==> src/rtl/i2c_slave_pkg.sv <==
// Shared constants for the I2C register bank: register map, FSM encoding, requester IDs.
// Latency: n/a (declarations only).
// Backpressure: n/a.
package i2c_slave_pkg;

    // Register map
    localparam int ADDR_PENDING = 0;
    localparam int ADDR_ENABLE  = 1;
    localparam int ADDR_GP_BASE = 2;
    localparam int ADDR_LOCK    = 15;

    // Number of PENDING bits; these track writes to ADDR_GP_BASE .. ADDR_GP_BASE+PEND_BITS-1
    localparam int PEND_BITS    = 8;

    // Requester IDs, also used as the round-robin history value
    localparam logic REQ_I2C  = 1'b0;
    localparam logic REQ_HOST = 1'b1;

    typedef enum logic [1:0] {
        ST_IDLE   = 2'd0,
        ST_ACCESS = 2'd1,
        ST_RESP   = 2'd2
    } state_t;

endpackage

==> src/rtl/i2c_rr_arb2.sv <==
// Two-way round-robin picker; on a tie the side that did not win last time wins.
// Latency: combinational pick; history updates on the clock edge where i_upd is high.
// Backpressure: none; requesters hold their request until granted by the enclosing FSM.
module i2c_rr_arb2
    import i2c_slave_pkg::*;
(
    input  logic i_clk,
    input  logic i_rst,
    input  logic i_req_i2c,
    input  logic i_req_host,
    input  logic i_upd,
    input  logic i_upd_id,
    output logic o_any,
    output logic o_win
);

    logic r_rr_last;

    // Round-robin history; reset to HOST so the I2C side takes the first tie
    always_ff @(posedge i_clk) begin
        if (i_rst) begin
            r_rr_last <= REQ_HOST;
        end else if (i_upd) begin
            r_rr_last <= i_upd_id;
        end
    end

    // Winner select: a lone requester wins, a tie goes to the side opposite the last winner
    always_comb begin
        o_any = i_req_i2c | i_req_host;
        o_win = REQ_HOST;
        if (i_req_i2c && i_req_host) begin
            o_win = (r_rr_last == REQ_HOST) ? REQ_I2C : REQ_HOST;
        end else if (i_req_i2c) begin
            o_win = REQ_I2C;
        end
    end

endmodule

==> src/rtl/i2c_regbank_arbiter.sv <==
// 8-bit register bank shared by the I2C slave side and host logic, with pending-write interrupt.
// Latency: req -> gnt 2 cycles, req -> rvalid 3 cycles; one access per 3 cycles at most.
// Backpressure: requester holds req until its gnt pulse; the loser of arbitration simply waits.
// Optional: I2C_REG_WRITE_PROTECT_EN adds a host-only LOCK register at addr 15 blocking I2C writes.
module i2c_regbank_arbiter
    import i2c_slave_pkg::*;
#(
    parameter int             ADDR_W       = 4,
    parameter int             DATA_W       = 8,
    parameter logic [7:0]     INT_MASK_RST = 8'hFF
) (
    input  logic              i_clk,
    input  logic              i_rst,
    input  logic              i_i2c_req,
    input  logic              i_i2c_we,
    input  logic [ADDR_W-1:0] i_i2c_addr,
    input  logic [DATA_W-1:0] i_i2c_wdata,
    output logic              o_i2c_gnt,
    output logic              o_i2c_rvalid,
    output logic [DATA_W-1:0] o_i2c_rdata,
    input  logic              i_host_req,
    input  logic              i_host_we,
    input  logic [ADDR_W-1:0] i_host_addr,
    input  logic [DATA_W-1:0] i_host_wdata,
    output logic              o_host_gnt,
    output logic              o_host_rvalid,
    output logic [DATA_W-1:0] o_host_rdata,
    output logic              o_int
);

    localparam int DEPTH = 2 ** ADDR_W;

    state_t              r_state;
    state_t              w_state_nxt;
    logic                r_win;
    logic                r_we;
    logic [ADDR_W-1:0]   r_addr;
    logic [DATA_W-1:0]   r_wdata;
    logic [DATA_W-1:0]   r_bank [DEPTH];
    logic [DATA_W-1:0]   r_rd_cap;
    logic                r_i2c_gnt;
    logic                r_host_gnt;
    logic                r_i2c_rvalid;
    logic                r_host_rvalid;
    logic [DATA_W-1:0]   r_i2c_rdata;
    logic [DATA_W-1:0]   r_host_rdata;
    logic                r_int;

    logic                w_any;
    logic                w_win;
    logic                w_latch;
    logic                w_access;
    logic                w_resp;
    logic                w_is_i2c;
    logic                w_protect;
    logic                w_bank_we;
    logic [2:0]          w_pidx;
    logic [DATA_W-1:0]   w_pend_set;
    logic [DATA_W-1:0]   w_pend_clr;

    i2c_rr_arb2 u_arb (
        .i_clk      (i_clk),
        .i_rst      (i_rst),
        .i_req_i2c  (i_i2c_req),
        .i_req_host (i_host_req),
        .i_upd      (w_access),
        .i_upd_id   (r_win),
        .o_any      (w_any),
        .o_win      (w_win)
    );

    // FSM state register
    always_ff @(posedge i_clk) begin
        if (i_rst) begin
            r_state <= ST_IDLE;
        end else begin
            r_state <= w_state_nxt;
        end
    end

    // FSM next state and per-state strobes
    always_comb begin
        w_state_nxt = r_state;
        w_latch     = 1'b0;
        w_access    = 1'b0;
        w_resp      = 1'b0;
        case (r_state)
            ST_IDLE: begin
                if (w_any) begin
                    w_latch     = 1'b1;
                    w_state_nxt = ST_ACCESS;
                end
            end
            ST_ACCESS: begin
                w_access    = 1'b1;
                w_state_nxt = ST_RESP;
            end
            ST_RESP: begin
                w_resp      = 1'b1;
                w_state_nxt = ST_IDLE;
            end
            default: w_state_nxt = ST_IDLE;
        endcase
    end

    // Capture the winning request so the requester may drop req after its gnt
    always_ff @(posedge i_clk) begin
        if (i_rst) begin
            r_win   <= REQ_HOST;
            r_we    <= 1'b0;
            r_addr  <= '0;
            r_wdata <= '0;
        end else if (w_latch) begin
            r_win   <= w_win;
            r_we    <= (w_win == REQ_I2C) ? i_i2c_we    : i_host_we;
            r_addr  <= (w_win == REQ_I2C) ? i_i2c_addr  : i_host_addr;
            r_wdata <= (w_win == REQ_I2C) ? i_i2c_wdata : i_host_wdata;
        end
    end

    // Write decode: ordinary register write, PENDING set from I2C, PENDING W1C from host
    always_comb begin
        w_is_i2c   = (r_win == REQ_I2C);
`ifdef I2C_REG_WRITE_PROTECT_EN
        // LOCK is never I2C-writable; LOCK[0] discards every I2C write above ENABLE
        w_protect  = w_is_i2c &&
                     ((r_addr == ADDR_W'(ADDR_LOCK)) ||
                      (r_bank[ADDR_LOCK][0] && (r_addr >= ADDR_W'(ADDR_GP_BASE))));
`else
        w_protect  = 1'b0;
`endif
        w_bank_we  = w_access && r_we && !w_protect && (r_addr != ADDR_W'(ADDR_PENDING));
        w_pidx     = 3'(r_addr - ADDR_W'(ADDR_GP_BASE));
        w_pend_set = '0;
        w_pend_clr = '0;
        if (w_access && r_we && w_is_i2c && !w_protect &&
            (r_addr >= ADDR_W'(ADDR_GP_BASE)) &&
            (r_addr <  ADDR_W'(ADDR_GP_BASE + PEND_BITS))) begin
            w_pend_set[w_pidx] = 1'b1;
        end
        if (w_access && r_we && !w_is_i2c && (r_addr == ADDR_W'(ADDR_PENDING))) begin
            w_pend_clr = r_wdata;
        end
    end

    // Register bank; PENDING is only touched by the set/clear terms, never by a plain write
    always_ff @(posedge i_clk) begin
        if (i_rst) begin
            for (int i = 0; i < DEPTH; i++) begin
                r_bank[i] <= '0;
            end
            r_bank[ADDR_ENABLE] <= INT_MASK_RST;
        end else begin
            if (w_bank_we) begin
                r_bank[r_addr] <= r_wdata;
            end
            r_bank[ADDR_PENDING] <= (r_bank[ADDR_PENDING] & ~w_pend_clr) | w_pend_set;
        end
    end

    // Registered grant/response outputs, read capture and interrupt level
    always_ff @(posedge i_clk) begin
        if (i_rst) begin
            r_rd_cap      <= '0;
            r_i2c_gnt     <= 1'b0;
            r_host_gnt    <= 1'b0;
            r_i2c_rvalid  <= 1'b0;
            r_host_rvalid <= 1'b0;
            r_i2c_rdata   <= '0;
            r_host_rdata  <= '0;
            r_int         <= 1'b0;
        end else begin
            if (w_access) begin
                r_rd_cap <= r_bank[r_addr];
            end
            r_i2c_gnt     <= w_access &&  w_is_i2c;
            r_host_gnt    <= w_access && !w_is_i2c;
            r_i2c_rvalid  <= w_resp   &&  w_is_i2c;
            r_host_rvalid <= w_resp   && !w_is_i2c;
            if (w_resp && !r_we &&  w_is_i2c) r_i2c_rdata  <= r_rd_cap;
            if (w_resp && !r_we && !w_is_i2c) r_host_rdata <= r_rd_cap;
            r_int <= |(r_bank[ADDR_PENDING] & r_bank[ADDR_ENABLE]);
        end
    end

    assign o_i2c_gnt     = r_i2c_gnt;
    assign o_host_gnt    = r_host_gnt;
    assign o_i2c_rvalid  = r_i2c_rvalid;
    assign o_host_rvalid = r_host_rvalid;
    assign o_i2c_rdata   = r_i2c_rdata;
    assign o_host_rdata  = r_host_rdata;
    assign o_int         = r_int;

endmodule

==> config.mk <==
export PLATFORM = sky130hd
export DESIGN_NAME = i2c_regbank_arbiter
export DESIGN_NICKNAME = d
export VERILOG_FILES = /design/src/rtl/i2c_slave_pkg.sv /design/src/rtl/i2c_rr_arb2.sv /design/src/rtl/i2c_regbank_arbiter.sv
export SDC_FILE = /design/constraint.sdc
export NUM_CORES = 1
export LEC_CHECK = 0
export ABC_AREA = 1
export CORE_ASPECT_RATIO = 0.75
export CORE_MARGIN = 5
export CORE_UTILIZATION = 50
export DETAILED_ROUTE_END_ITERATION = 16
export MAX_ROUTING_LAYER = met4
export PLACE_DENSITY = 0.69
export SLEW_MARGIN = 20
export SYNTH_ARGS = -nofsm -noshare
export SYNTH_HDL_FRONTEND = slang
export SYNTH_SLANG_ARGS = --single-unit
==> constraint.sdc <==
create_clock -name i_clk -period 5.2 [get_ports i_clk]
set_clock_uncertainty 0.15 [all_clocks]
set_input_delay 1.56 -clock i_clk [delete_from_list [all_inputs] [get_ports i_clk]]
set_output_delay 1.56 -clock i_clk [all_outputs]
set_load 0.02 [all_outputs]
==> results.sh, run 1 <==
export IMPL_clock_sinks=174
export IMPL_tightest_slew_ns=0.910
export IMPL_syn_area_per_cell_sq_um=8.49
export IMPL_wl_um=19800
export IMPL_critPathKind="in -> reg"
export IMPL_grt_antenna_before_repair=0
export IMPL_async_flop_share_pct=0
export IMPL_io_pins=51
export IMPL_synth_most_common_cell="nand2_1"
export IMPL_synth_commonest_cells="350 x nand2_1, 194 x nor2_1, 120 x edfxtp_1, 54 x dfxtp_1, 47 x o21ai_0"
export IMPL_run_status="finished clean"
export IMPL_regArea_sq_um=4690
export IMPL_required_ns=5.15
export IMPL_critPathLaunchType="input pin"
export IMPL_slew_limit_headroom_pct=39.3
export IMPL_first_pass_iters=5
export IMPL_synthFlopType="edfxtp_1"
export IMPL_rows=39
export IMPL_synthTopCellsByArea="edfxtp_1 46%, nand2_1 17%, dfxtp_1 14%"
export IMPL_drv_slew=0
export IMPL_intPower_mw=2.35
export IMPL_nets=982
export IMPL_hp_class="reg -> reg"
export IMPL_irDropWorstVdd_v=0.000218
export IMPL_cts_resized=0
export IMPL_port_buffers=50
export IMPL_cts_root_buf="clkbuf_16"
export IMPL_seq_power_share_pct=48.5
export IMPL_core_region_area_sq_um=15300
export IMPL_clkPwrFrac_pct=39.8
export IMPL_maxCapViolations=0
export IMPL_synth_net_count=952
export IMPL_drc_errors=0
export IMPL_ys_ff_latch=174
export IMPL_cts_made_buffers=17
export IMPL_finalSetupViolCount=0
export IMPL_cts_setup_buffers=0
export IMPL_multiInputGateArea_sq_um=2820
export IMPL_num_vias=6248
export IMPL_ys_seq_area_share_pct=59.8
export IMPL_clock_latency_ns=0.43
export IMPL_synth_top_area_share_pct=46.0
export IMPL_area_delta_synth_final_pct=15.4
export IMPL_grt_pass1_vias=5838
export IMPL_p_leak_nw=3.70
export IMPL_finalSetupTns_ns=0
export IMPL_fmax_mhz=311
export IMPL_dp_hpwl_um=12500
export IMPL_hold_viol=0
export IMPL_switchingPower_uw=855
export IMPL_die_h_um=118
export IMPL_netlist_cell_type_count=24
export IMPL_yosysTopAreaCell="edfxtp_1"
export IMPL_grt_pass1_wl_um=31000
export IMPL_switching_share_pct=26.7
export IMPL_critPathMaxFanout=9
export IMPL_die_w_um=154
export IMPL_p_per_area_nw_per_um2=355
export IMPL_cts_path_max_buffers=2
export IMPL_synth_edf_count=120
export IMPL_cts_tree="done"
export IMPL_power_mw=3.21
export IMPL_p_comb_share_pct=11.7
export IMPL_grt_total_usage_pct=22.3
export IMPL_crit_arrival_ns=3.16
export IMPL_antenna_left=0
export IMPL_start_util_pct=51.2
export IMPL_viasPerCell=5.34
export IMPL_dieArea_sq_um=18300
export IMPL_antennaDiodeCount=0
export IMPL_routedWlPerCell_um=16.9
export IMPL_drive_gt1_share_pct=6.74
export IMPL_ys_warn_count=0
export IMPL_rsz0062_at_grt="false"
export IMPL_routabilityCongestion=0.845
export IMPL_grt_ovfl_total=0
export IMPL_clk_pin_slew_worst_paths_ns=0.06
export IMPL_syn_area_sq_um=7830
export IMPL_drt_iter0_drc=755
export IMPL_period_minus_slack_ns=3.21
export IMPL_grt_max_degree=72
export IMPL_h_tree_depth=4
export IMPL_cp_end_kind="register"
export IMPL_cts_hold_fix_buffers=0
export IMPL_r2r_setup_slack_ns=2.39
export IMPL_synthCells=922
export IMPL_period_share_pct=61.8
export IMPL_fillers=1339
[cell type report]
type	instances	share of cell area (%)
well taps	205	2.84
clock inverters	11	0.970
multi-input cells	673	31.2
flip-flops and latches	174	51.9
inverters	27	1.12
repair buffers	59	6.29
clock buffers	21	5.69
[layer usage]
metal	wire length, um	global-route usage (%)
met4	306	5.79
met2	8580	31.7
met1	8870	32.2
met5	0	-
met3	2020	5.66
[path summary, 6_finish.rpt]
path / cells past startpoint / from / to
min reg2reg: 2 / r_wdata[0]$_SDFFE_PP0P_ / r_wdata[0]$_SDFFE_PP0P_
min: 2 / r_wdata[0]$_SDFFE_PP0P_ / r_wdata[0]$_SDFFE_PP0P_
max reg2reg: 7 / r_addr[1]$_SDFFE_PP0P_ / r_bank[4][4]$_SDFFCE_PN0P_
max: 6 / i_rst / r_bank[4][4]$_SDFFCE_PN0P_
[state kept, by name (all words and copies together), names as in the netlist]
| register | flops |
|---|---|
| r_bank | 128 |
| o_host_rdata | 8 |
| o_i2c_rdata | 8 |
| r_rd_cap | 8 |
| r_wdata | 8 |
| r_addr | 4 |
| r_state | 2 |
| o_host_gnt | 1 |
| o_host_rvalid | 1 |
| o_i2c_gnt | 1 |
| o_i2c_rvalid | 1 |
| o_int | 1 |
| r_we | 1 |
| r_win | 1 |
| u_arb.r_rr_last | 1 |
[critical path: stages]
cell	delay [ns]
clkdlybuf4s50_1	0.46
inv_2	0.10
nand2_4	0.09
nor2_2	0.30
nand3_2	0.28
nand2_1	0.36
[cell families (layout without fill, tap and decap cells)]
| kind of cell | count (synthesis) | after routing | synth area share (%) |
|---|---|---|---|
| AO/OA/AOI/OAI | 73 | 73 | 4.83 |
| flip-flops | 174 | 174 | 59.8 |
| AND/OR/NAND/NOR | 600 | 600 | 31.2 |
| buffers and inverters | 75 | 118 | 4.12 |
[through the flow]
step	worst slack [ns]	cell area [sq um]	util [%]	hold slack (ns)	cells
3_5_place_dp	1.58	8430	55.2	0.306	1138
5_1_grt	1.94	9030	59.1	0.334	1170
3_3_place_gp	1.60	8430	55.2	0.303	1138
6_report	1.99	9030	59.1	0.317	1170
2_1_floorplan	2.15	7830	-	0.294	922
4_1_cts	2.03	9030	59.1	0.316	1170
[power groups by stage]
stage                     sequential [mW]  clock [mW]  combinational [mW]
final                                1.56        1.28               0.375
after global routing                 1.56        1.35               0.413
after CTS                            1.55        1.29               0.370
after detailed placement             1.58           0               0.368
after global placement               1.58           0               0.367
after floorplan                      1.58           0               0.240
[cell usage in the layout (no fill, tap or decap)]
cell,instances
nand2_1,350
nor2_1,194
edfxtp_1,120
dfxtp_1,53
clkdlybuf4s50_1,50
o21ai_0,47
nand3_1,27
inv_1,23
a21oi_1,22
clkbuf_16,20
nand2_4,9
buf_4,9
nand4_1,8
inv_6,4
inv_2,3
nand3_2,3
inv_4,3
nand2_2,2
nor2_2,2
nor3_4,2
o211ai_1,2
a221oi_1,2
clkinv_4,2
nor2_4,1
nor3_2,1
clkinv_1,1
nor3_1,1
inv_8,1
clkinv_2,1
clkbuf_8,1
dfxtp_2,1
(Power assumes the default switching activity.)
==> run 2: changes to the inputs <==
Settings changed: PLACE_DENSITY 0.69 to 0.72.
Clock period 5.2 ns to 2.6 ns, I/O delays scaled along.
==> run 2 against run 1 <==
  * Sequential share of layout area fell by 0.85 points
  * Non-clock buffer count increased by 22
  * Die area is the same
  * Sequential cell count unchanged
  * Final cell count grew 1.9%
  * First-iteration DRC count decreased by 5.6%
  * Sequential power grew 99%
  * Routed wire length is 1.4% lower
  * Count of clock-buffer cells in the layout fell by 4
  * Highest routed layer unchanged
==> results.sh, run 2 (synthesis gave the netlist of run 1 again) <==
export IMPL_pre_cts_ws_ns=0.0248
export IMPL_dieArea_sq_um=18300
export IMPL_grt_total_usage_pct=22.6
export IMPL_wl_met1_um=8890
export IMPL_drt_iter0_drc=713
export IMPL_start_util_pct=51.2
export IMPL_cts_path_max_buffers=2
export IMPL_grt_antenna_before_repair=0
export IMPL_worstPathCellList="clkdlybuf4s50_1"
export IMPL_drive_gt1_share_pct=8.81
export IMPL_io_pins=51
export IMPL_drv_slew=0
export IMPL_cts_resized=0
export IMPL_critPathMaxFanout=2
export IMPL_max_stage_delay_ns=0.62
export IMPL_port_buffers=50
export IMPL_cts_tree="done"
export IMPL_critPathLaunchType="register"
export IMPL_area_delta_synth_final_pct=17.3
export IMPL_hold_viol=0
export IMPL_crit_buf_inv=1
export IMPL_die_h_um=118
export IMPL_clock_sinks=174
export IMPL_core_region_area_sq_um=15300
export IMPL_cp_end_kind="output port"
export IMPL_routed_wl_met2_um=8710
export IMPL_routedWlPerCell_um=16.4
export IMPL_wl_um=19500
export IMPL_h_tree_depth=4
export IMPL_critPathKind="reg -> out"
export IMPL_grt_ovfl_total=0
export IMPL_finalSetupViolCount=0
export IMPL_grt_max_degree=42
export IMPL_required_ns=1.67
export IMPL_period_minus_slack_ns=2.32
export IMPL_highest_layer="met4"
export IMPL_largest_reg_flops=128
export IMPL_power_mw=6.32
export IMPL_die_w_um=154
export IMPL_antenna_left=0
export IMPL_irDropWorstVdd_v=0.000495
export IMPL_num_vias=6217
export IMPL_dp_hpwl_um=12900
export IMPL_finalSetupTns_ns=0
export IMPL_cp_top_family="buffers and inverters"
export IMPL_slew_limit_headroom_pct=41.1
export IMPL_period_share_pct=89.3
export IMPL_cts_hold_fix_buffers=0
export IMPL_clock_latency_ns=0.43
export IMPL_hp_class="reg -> reg"
export IMPL_grt_pass1_vias=5876
export IMPL_setup_ws_ns=0.278
export IMPL_clk_pin_slew_worst_paths_ns=0.07
export IMPL_p_leak_nw=3.78
export IMPL_maxCapViolations=0
export IMPL_cts_made_buffers=17
export IMPL_tightest_slew_ns=0.882
export IMPL_rsz0062_at_grt="false"
export IMPL_p_per_area_nw_per_um2=689
export IMPL_nets=1004
export IMPL_crit_arrival_ns=1.39
export IMPL_viasPerCell=5.22
export IMPL_run_status="finished clean"
export IMPL_critPathSlowestCell="clkdlybuf4s50_1"
export IMPL_fmax_mhz=431
export IMPL_first_pass_iters=5
export IMPL_rows=39
export IMPL_cts_setup_buffers=0
export IMPL_mostFrequentLayoutCell="nand2_1"
export IMPL_antennaDiodeCount=0
export IMPL_grt_pass1_wl_um=31300
export IMPL_largest_register="r_bank"
export IMPL_cts_root_buf="clkbuf_16"
export IMPL_wl_met3_um=1590
export IMPL_final_cell_mix="350 x nand2_1, 194 x nor2_1, 120 x edfxtp_1"
export IMPL_routabilityCongestion=0.926
export IMPL_drc_errors=0
[run 2: changes by cell type in the layout (fill, tap and decap cells not counted), moves of 2 or more]
cell and delta:
buf_4 +21, inv_8 +4, inv_6 -2, clkinv_8 +2, clkbuf_16 -3
[run 2: worst min-delay path: stages (launching register included)]
cell and delay, ns:
dfxtp_1 0.31, nand2_1 0.06, a21oi_1 0.05
[run 2: power breakdown]
part | switching, mW | internal, mW
Clock | 1.18 | 1.28
Combinational | 0.542 | 0.214
Sequential | 0.0569 | 3.06
[run 2: path summary, 6_finish.rpt]
kind / startpoint / to / slack, ns / cells past startpoint
max: o_i2c_rdata[4]$_SDFFE_PP0P_ / o_i2c_rdata[4] / 0.28 / 1
min: r_wdata[7]$_SDFFE_PP0P_ / r_wdata[7]$_SDFFE_PP0P_ / 0.32 / 2
max reg2reg: r_addr[1]$_SDFFE_PP0P_ / r_bank[12][3]$_SDFFCE_PN0P_ / 0.53 / 6
min reg2reg: r_wdata[7]$_SDFFE_PP0P_ / r_wdata[7]$_SDFFE_PP0P_ / 0.32 / 2
[run 2: stage by stage]
step,utilization (%),cell area (sq um),hold slack [ns],instances
floorplan,-,7830,0.294,922
finish,60.1,9180,0.317,1192
CTS,60.1,9180,0.315,1192
global placement,56.4,8610,0.301,1160
detailed placement,56.4,8610,0.304,1160
global route,60.1,9180,0.329,1192
[run 2: cell type report]
class,instances,area [sq um]
Inverter,27,101
Clock buffer,17,425
Sequential cell,174,4690
Fill cell,1339,6090
Clock inverter,15,149
Tap cell,205,256
Multi-Input combinational cell,673,2820
Timing Repair Buffer,81,746
[run 2: metal layers]
layer	vias to the layer above	track usage (%)
met1	2881	32.2
met2	227	32.1
met4	0	6.45
met5	-	-
li1	3074	-
met3	35	5.66
==> run 3: changes to the inputs <==
==> constraint.sdc (replaced) <==
create_clock -name i_clk -period 2.6 [get_ports i_clk]
set_clock_uncertainty 0.15 [all_clocks]
set_input_delay 0.39 -clock i_clk [delete_from_list [all_inputs] [get_ports i_clk]]
set_output_delay 0.39 -clock i_clk [all_outputs]
set_load 0.02 [all_outputs]
==> run 3 against run 2 <==
  * Final cell count down 1.1%
  * Clock power barely moved
  * Critical path depth up 5
  * Non-clock buffer count decreased by 13
  * Die area unchanged
  * Routed wire length fell by 3.2%
  * Total power decreased by 0.14%
  * Design area decreased by 1.2%
==> results.sh, run 3 (synthesis gave the netlist of run 1 again) <==
export IMPL_max_stage_delay_ns=0.31
export IMPL_regArea_sq_um=4690
export IMPL_routedWlPerCell_um=16.0
export IMPL_grt_total_usage_pct=21.8
export IMPL_fillers=1318
export IMPL_io_pins=51
export IMPL_p_leak_nw=3.72
export IMPL_cp_top_family="simple AND/OR/NAND/NOR gates"
export IMPL_period_share_pct=81.7
export IMPL_cpMostUsedCell="nand2_1"
export IMPL_cp_end_kind="register"
export IMPL_drc_errors=0
export IMPL_mostFrequentLayoutCell="nand2_1"
export IMPL_critPathKind="reg -> reg"
export IMPL_cts_hold_fix_buffers=0
export IMPL_viasPerCell=5.18
export IMPL_critical_path_depth=6
export IMPL_multiInputGateArea_sq_um=2820
export IMPL_finalSetupViolCount=0
export IMPL_critPathLaunchType="register"
export IMPL_cts_resized=0
export IMPL_grt_max_degree=42
export IMPL_ff2ff_path_depth=6
export IMPL_fmax_mhz=471
export IMPL_required_ns=2.55
export IMPL_period_minus_slack_ns=2.12
export IMPL_first_pass_iters=5
export IMPL_core_region_area_sq_um=15300
export IMPL_hold_viol=0
export IMPL_grt_pass1_vias=5689
export IMPL_die_h_um=118
export IMPL_grt_antenna_before_repair=0
export IMPL_power_mw=6.32
export IMPL_largest_register="r_bank"
export IMPL_r2r_start="r_addr[1]$_SDFFE_PP0P_"
export IMPL_worstPathCellList="inv_1 -> buf_4 -> nand2_1 -> nor2_2 -> nand2_2 -> nand2_1"
export IMPL_cts_tree="done"
export IMPL_finalSetupTns_ns=0
export IMPL_wl_um=18900
export IMPL_rows=39
export IMPL_p_per_area_nw_per_um2=696
export IMPL_dp_hpwl_um=12500
export IMPL_r2r_end="r_bank[5][7]$_SDFFCE_PN0P_"
export IMPL_drive_gt1_share_pct=7.60
export IMPL_cts_path_max_buffers=2
export IMPL_r2r_setup_slack_ns=0.48
export IMPL_port_buffers=50
export IMPL_antenna_left=0
export IMPL_drt_iter0_drc=752
export IMPL_num_vias=6104
export IMPL_clock_sinks=174
export IMPL_slew_limit_headroom_pct=42.9
export IMPL_crit_end="r_bank[5][7]$_SDFFCE_PN0P_"
export IMPL_area_delta_synth_final_pct=15.9
export IMPL_start_util_pct=51.2
export IMPL_routabilityCongestion=0.908
export IMPL_cts_made_buffers=17
export IMPL_irDropWorstVdd_v=0.000453
export IMPL_tightest_slew_ns=0.855
export IMPL_rsz0062_at_grt="false"
export IMPL_critPathMaxFanout=10
export IMPL_critPathSlowestCell="dfxtp_1"
export IMPL_hp_class="reg -> reg"
export IMPL_run_status="finished clean"
export IMPL_final_cell_mix="350 x nand2_1, 194 x nor2_1, 120 x edfxtp_1"
export IMPL_drv_slew=0
export IMPL_startpoint="r_addr[1]$_SDFFE_PP0P_"
export IMPL_h_tree_depth=4
export IMPL_crit_arrival_ns=2.08
export IMPL_clock_latency_ns=0.43
export IMPL_die_w_um=154
export IMPL_grt_ovfl_total=0
export IMPL_grt_pass1_wl_um=30200
export IMPL_largest_reg_flops=128
export IMPL_cts_setup_buffers=0
export IMPL_antennaDiodeCount=0
export IMPL_cts_root_buf="clkbuf_16"
export IMPL_nets=991
export IMPL_dieArea_sq_um=18300
export IMPL_crit_buf_inv=2
export IMPL_clk_pin_slew_worst_paths_ns=0.07
export IMPL_maxCapViolations=0
==> run 3: cell types whose count changed in the layout (fill, tap and decap cells not counted), sizes merged <==
cell,previous run,this run
buf,31,18
clkinv,6,5
inv,35,36
==> run 3: metal layers <==
metal  up-vias  global-route usage [%]  share of wire, %
li1       3052                       -                 -
met1      2771                    31.5                47
met2       258                    31.4                43
met3        23                    4.93               8.4
met4         0                    5.63               1.3
met5         -                       -                 0
==> run 3: power breakdown <==
part / total (mW) / internal, mW / leakage [nW] / switching (mW)
logic: 0.754 / 0.212 / 1.78 / 0.541
clock network: 2.45 / 1.28 / 0.283 / 1.18
registers: 3.11 / 3.06 / 1.65 / 0.0521
total: 6.32 / 4.55 / 3.72 / 1.77
==> run 3: worst min-delay path by stage <==
stage                       startpoint                      end  slack (ns)  depth (start not counted)
2_1_floorplan  r_wdata[2]$_SDFFE_PP0P_  r_wdata[2]$_SDFFE_PP0P_        0.29                          2
3_3_place_gp   r_wdata[4]$_SDFFE_PP0P_  r_wdata[4]$_SDFFE_PP0P_        0.30                          2
3_5_place_dp   r_wdata[6]$_SDFFE_PP0P_  r_wdata[6]$_SDFFE_PP0P_        0.31                          2
4_1_cts        r_wdata[2]$_SDFFE_PP0P_  r_wdata[2]$_SDFFE_PP0P_        0.32                          2
5_1_grt        r_wdata[4]$_SDFFE_PP0P_  r_wdata[4]$_SDFFE_PP0P_        0.34                          2
6_report       r_wdata[5]$_SDFFE_PP0P_  r_wdata[5]$_SDFFE_PP0P_        0.32                          2
==> run 3: layout make-up <==
type | count | share of cell area [%]
sequential | 174 | 51.6
clock inverter | 15 | 1.63
tap | 205 | 2.83
clock buffer | 17 | 4.69
timing repair buffer | 68 | 7.01
inverter | 27 | 1.12
multi-input combinational | 673 | 31.1
==> run 3: per-stage QoR <==
| stage | std cells | util [%] | setup slack, ns | area, sq um | hold slack, ns |
|---|---|---|---|---|---|
| global route | 1179 | 59.4 | 0.323 | 9070 | 0.337 |
| global placement | 1147 | 55.6 | 0.207 | 8500 | 0.302 |
| floorplan | 922 | - | 0.722 | 7830 | 0.294 |
| finish | 1179 | 59.4 | 0.477 | 9070 | 0.315 |
| detailed placement | 1147 | 55.6 | 0.191 | 8500 | 0.306 |
| CTS | 1179 | 59.4 | 0.478 | 9070 | 0.317 |
==> run 3: worst register-to-register path, delay by kind of cell (launching register included) <==
| kind | cells | cell delay [ns] |
|---|---|---|
| buffers and inverters | 2 | 0.49 |
| flip-flops | 1 | 0.31 |
| AND/OR/NAND/NOR | 4 | 0.85 |
==> RTL change 1 (settings of run 2) <==
The 3 states of `state_t` get a one-hot encoding in 3 bits.
--- a/src/rtl/i2c_slave_pkg.sv
+++ b/src/rtl/i2c_slave_pkg.sv
@@ -16,10 +16,10 @@
     localparam logic REQ_I2C  = 1'b0;
     localparam logic REQ_HOST = 1'b1;
 
-    typedef enum logic [1:0] {
-        ST_IDLE   = 2'd0,
-        ST_ACCESS = 2'd1,
-        ST_RESP   = 2'd2
+    typedef enum logic [2:0] {
+        ST_IDLE   = 3'b001,
+        ST_ACCESS = 3'b010,
+        ST_RESP   = 3'b100
     } state_t;
 
 endpackage
Function: no difference found for any inputs over 4 cycles, from zero or initial values and one cycle with i_rst high; so few cycles prove little.
==> RTL change 1 against run 2 <==
- design area is 4.2% higher
- wire length is 1.1% higher
- critical endpoint is now o_i2c_rdata[3]
- sequential share of layout area is 1.9 points lower
- setup slack worse by 0.022 ns
- power is 2.9% higher
- area after synthesis is 0.64% higher
- maximum frequency is 0.92% lower
- clock power is 3% higher
- utilization is 2.3 points higher
- sequential cell count is 1 higher
- global-route usage is 0.055 points higher
==> RTL change 1: results (changes against run 2) <==
Final layout
  • Layout cells sized above 1: 10.7% (was 8.81%)
  • Repair and plain buffers: 100 (was 81)
  • Clk tree area frac: 6.18% (was 6.25%)
  • Multi-input gate count: 674 (was 673)
  • Num sequential: 175 (was 174)
  • Final Cell Area: 0.00957 sq mm (was 0.00918 sq mm)
  • Sequential cell area share: 49.2% (was 51.0%)
  • Inverters: 43 (was 27)
  • Non-clk buf share: 10.9% (was 8.12%)
  • Nets@finish: 1041 (was 1004)
  • Max reg flops: 128 (unchanged)

Placement
  • Post-Place Cells: 1197 (was 1160)
  • DPL Wire Length: 13400 microns (was 12900 microns)
  • Gpl congestion: 0.873 (was 0.926)
  • Placed standard-cell area: 0.00898 sq mm (was 0.00861 sq mm)

Synthesis
  • Post-synthesis cell type count: 25 (was 24)
  • Commonest cells post-synth: nand2_1, nor2_1, edfxtp_1 (unchanged)
  • Register area share after synthesis: 59.7% (was 59.8%)
  • Post-synthesis cell count: 941 (was 922)
  • Compound-cell area share of the yosys netlist: 5.30% (was 4.83%)
  • Most common flop cell mapped by yosys: edfxtp_1 (unchanged)
  • Syn_nets: 971 (was 952)

Worst hold path
  • Hold Crit Start: o_host_rdata[3] (was r_wdata[7])

Power
  • VDD IR-drop max: 0.000498 V (was 0.000495 V)
  • Leakage: 3.84 nW (was 3.78 nW)

Detailed routing
  • DRT iter0 DRCs: 738 (was 713)
  • 1st-pass router iterations: 6 (was 5)
  • Vias per cell: 5.24 (was 5.22)
  • WL/cell: 16.0 microns (was 16.4 microns)
  • Via count: 6445 (was 6217)

Worst setup path
  • Worst Path Arrival: 1.41 ns (was 1.39 ns)
  • R2R Path End: r_bank[11][4] (was r_bank[12][3])
  • Largest stage delay, worst path: 0.64 ns (was 0.62 ns)
  • Worst R2R Setup Slack: 0.49 ns (was 0.53 ns)
  • Worst R2R Path Depth: 10 (was 6)
  • RR Startpoint: r_addr[0] (was r_addr[1])

Global routing
  • GRT Overall Usage: 22.6% (about the same)
  • First-pass GRT wire length: 31800 microns (was 31300 microns)

Timing
  • Final hold slack: 0.294 ns (was 0.317 ns)
  • Slew HR: 39.8% (was 41.1%)

CTS
  • CTS resizes: 0 (unchanged)

Outcome
  • Outcome: completed (unchanged)
-- RTL change 1: changes by cell type in the layout (fill, tap and decap cells not counted), moves of 4 or more --
cell            run 2  this run
nor2_1            194       163
a21oi_1            22        40
inv_1              23        41
nand3_1            27        42
buf_12              1        13
nand2_2             2        11
buf_4              30        37
nand2_4             9         2
nand4_1             8         1
o21ai_0            47        40
inv_6               2         7
nor3_1              1         6
nand2_1           350       354
-- RTL change 1: how the worst max path moves through the flow --
stage / start / to / slack (ns) / cells after the start
detailed placement: i_rst / r_bank[14][6] / 0.01 / 8
floorplan: i_rst / r_bank[10][0] / 0.49 / 5
CTS: o_i2c_rdata[3] / o_i2c_rdata[3] / 0.24 / 1
global route: o_i2c_rdata[5] / o_i2c_rdata[5] / 0.20 / 1
global placement: i_rst / r_bank[11][5] / 0.04 / 8
finish: o_i2c_rdata[3] / o_i2c_rdata[3] / 0.26 / 1
-- RTL change 1: power breakdown --
group | internal, mW | switching [mW]
logic | 0.259 | 0.604
registers | 3.06 | 0.0631
clock network | 1.29 | 1.22
-- RTL change 1: cells by family (layout without fill, tap and decap cells) --
family | after synthesis | in the layout
simple gates | 592 | 592
flops | 175 | 175
buf+inv | 92 | 175
compound gates | 82 | 82
-- RTL change 1: worst min-delay path: cells and delay by family (launching register included) --
kind            cells  cell delay [ns]
flops               1             0.31
buf+inv             1             0.04
compound gates      1             0.05
-- RTL change 1: routing by layer --
| layer | vias to the layer above | track usage, % | routed length (microns) |
|---|---|---|---|
| li1 | 3168 | - | - |
| met1 | 2964 | 31.6 | 8700 |
| met2 | 282 | 32.6 | 8640 |
| met3 | 31 | 6.58 | 2060 |
| met4 | 0 | 5.79 | 325 |
| met5 | - | - | 0 |
==> RTL change 2 (flow settings as in run 2) <==
Without the edit above. Build with the macro `I2C_REG_WRITE_PROTECT_EN` defined.
--- a/src/rtl/i2c_regbank_arbiter.sv
+++ b/src/rtl/i2c_regbank_arbiter.sv
@@ -2,6 +2,8 @@
 // Latency: req -> gnt 2 cycles, req -> rvalid 3 cycles; one access per 3 cycles at most.
 // Backpressure: requester holds req until its gnt pulse; the loser of arbitration simply waits.
 // Optional: I2C_REG_WRITE_PROTECT_EN adds a host-only LOCK register at addr 15 blocking I2C writes.
+`define I2C_REG_WRITE_PROTECT_EN
+
 module i2c_regbank_arbiter
     import i2c_slave_pkg::*;
 #(
Check against the original RTL: no difference found for any inputs over 4 cycles, from zero or initial values and one cycle with i_rst high; that may be too few to reach the edited logic, so the function may still have changed.
==> RTL change 2 against run 2 <==
- power grew 3.5%
- area after synthesis up 3.4%
- wire length rose by 5.8%
- register-to-register slack lost 0.28 ns
- design area up 3.5%
- setup slack got worse by 0.028 ns
- first-iteration DRC count grew 4.5%
- sequential cell count is the same
- largest cell class unchanged
- largest power group unchanged
==> RTL change 2: results (changes against run 2) <==
Global routing
  • Vias in the first global route: 6116 (was 5876)
  • Met1 Usage GRT: 32.9% (was 32.2%)
  • Grt met3 use: 4.87% (was 5.66%)
  • Initial antenna violation count: 0 (unchanged)
  • GRT Overall Usage: 22.8% (was 22.6%)
  • Largest net degree at the start of global routing: 34 (was 42)
  • First-pass GRT wire length: 32500 microns (was 31300 microns)
  • Global Route met2 Usage: 33.1% (was 32.1%)

CTS
  • Setup repair bufs after CTS: 0 (unchanged)
  • CTS root buf: clkbuf_16 (unchanged)
  • Clock slew at reported path FFs: 0.07 ns (about the same)
  • Clk buf depth: 2 (unchanged)
  • TritonCTS Buffers: 17 (unchanged)
  • H-tree levels: 4 (unchanged)
  • Worst skew pair latency: 0.43 ns (about the same)
  • CTS resizes: 0 (unchanged)

Worst setup path
  • CP max stage cell: dfxtp_1 (was clkdlybuf4s50_1)
  • Worst Path Arrival: 2.29 ns (was 1.39 ns)
  • Largest stage delay, worst path: 0.47 ns (was 0.62 ns)
  • Crit Path Max Fanout: 24 (was 2)

Final layout
  • Layout cells sized above 1: 9.14% (was 8.81%)
  • Most flops, register: r_bank (unchanged)
  • Max reg flops: 128 (unchanged)
  • ANT cells: 0 (unchanged)
  • Nets@finish: 1035 (was 1004)
  • Post-route non-filler standard cell count: 1228 (was 1192)

Timing
  • Slew HR: 41.6% (was 41.1%)

Synthesis
  • Number of flops mapped to enable cells by yosys: 120 (unchanged)
  • Ranking of synthesized cells by area: edfxtp_1, nand2_1, dfxtp_1, nor2_1, o21ai_0 (unchanged)
  • Syn_area_per_cell: 8.51 sq um (was 8.49 sq um)
  • Number of synthesis warnings: 0 (unchanged)
  • Synth async-reset ratio: 0% (unchanged)
  • Syn_nets: 981 (was 952)
  • Commonest cells post-synth: nand2_1, nor2_1, edfxtp_1 (unchanged)
  • Most common flop cell mapped by yosys: edfxtp_1 (unchanged)
  • Post-synthesis cell type count: 29 (was 24)
  • Register area share after synthesis: 57.9% (was 59.8%)

Placement
  • PortBufs: 50 (unchanged)
  • DPL Wire Length: 13700 microns (was 12900 microns)
  • Gpl congestion: 0.925 (was 0.926)
  • Placed standard-cell area: 0.00890 sq mm (was 0.00861 sq mm)
  • Dpl ws: 0.101 ns (was 0.0248 ns)

Worst hold path
  • Hold Crit Class: reg2reg (unchanged)

Detailed routing
  • Vias per cell: 5.39 (was 5.22)
  • 1st-pass router iterations: 6 (was 5)
  • WL/cell: 16.8 microns (was 16.4 microns)
  • DRT iter0 DRCs: 745 (was 713)

Power
  • Leakage: 3.79 nW (was 3.78 nW)
  • VDD IR-drop max: 0.000431 V (was 0.000495 V)

Outcome
  • Outcome: completed (unchanged)
## RTL change 2: final timing paths
| kind | start | end | slack, ns | depth (start not counted) |
|---|---|---|---|---|
| hold reg to reg | r_wdata[1] | r_wdata[1] | 0.31 | 2 |
| hold / removal | r_wdata[1] | r_wdata[1] | 0.31 | 2 |
| setup / recovery | r_addr[3] | r_bank[3][0] | 0.25 | 7 |
| setup reg to reg | r_addr[3] | r_bank[3][0] | 0.25 | 7 |
## RTL change 2: where the power goes
group	switching, mW	internal [mW]
registers	0.0653	3.06
clock network	1.21	1.34
logic	0.620	0.246
## RTL change 2: metal layers
metal / share of wire (%) / up-vias
met4: 1.3 / 0
met1: 46 / 3106
li1: - / 3191
met3: 8.8 / 30
met5: 0 / -
met2: 44 / 295
## RTL change 2: final cells by class
type	count	area, sq um
inverter	30	115
timing repair buffer	84	793
multi-input combinational	698	3050
tap	210	263
fill	1347	6460
sequential	174	4690
clock inverter	14	146
clock buffer	18	450
## RTL change 2: critical path: cells and delay by family, from the launching register on
kind | cells | cell delay (ns)
flip-flops | 1 | 0.47
AND/OR/NAND/NOR | 7 | 1.37
## RTL change 2: kinds of logic (layout without fill, tap and decap cells)
group	count (synthesis)	after routing	synth area share, %
flops	174	174	57.9
compound gates	74	74	4.73
simple gates	624	624	32.9
buf+inv	79	146	4.45
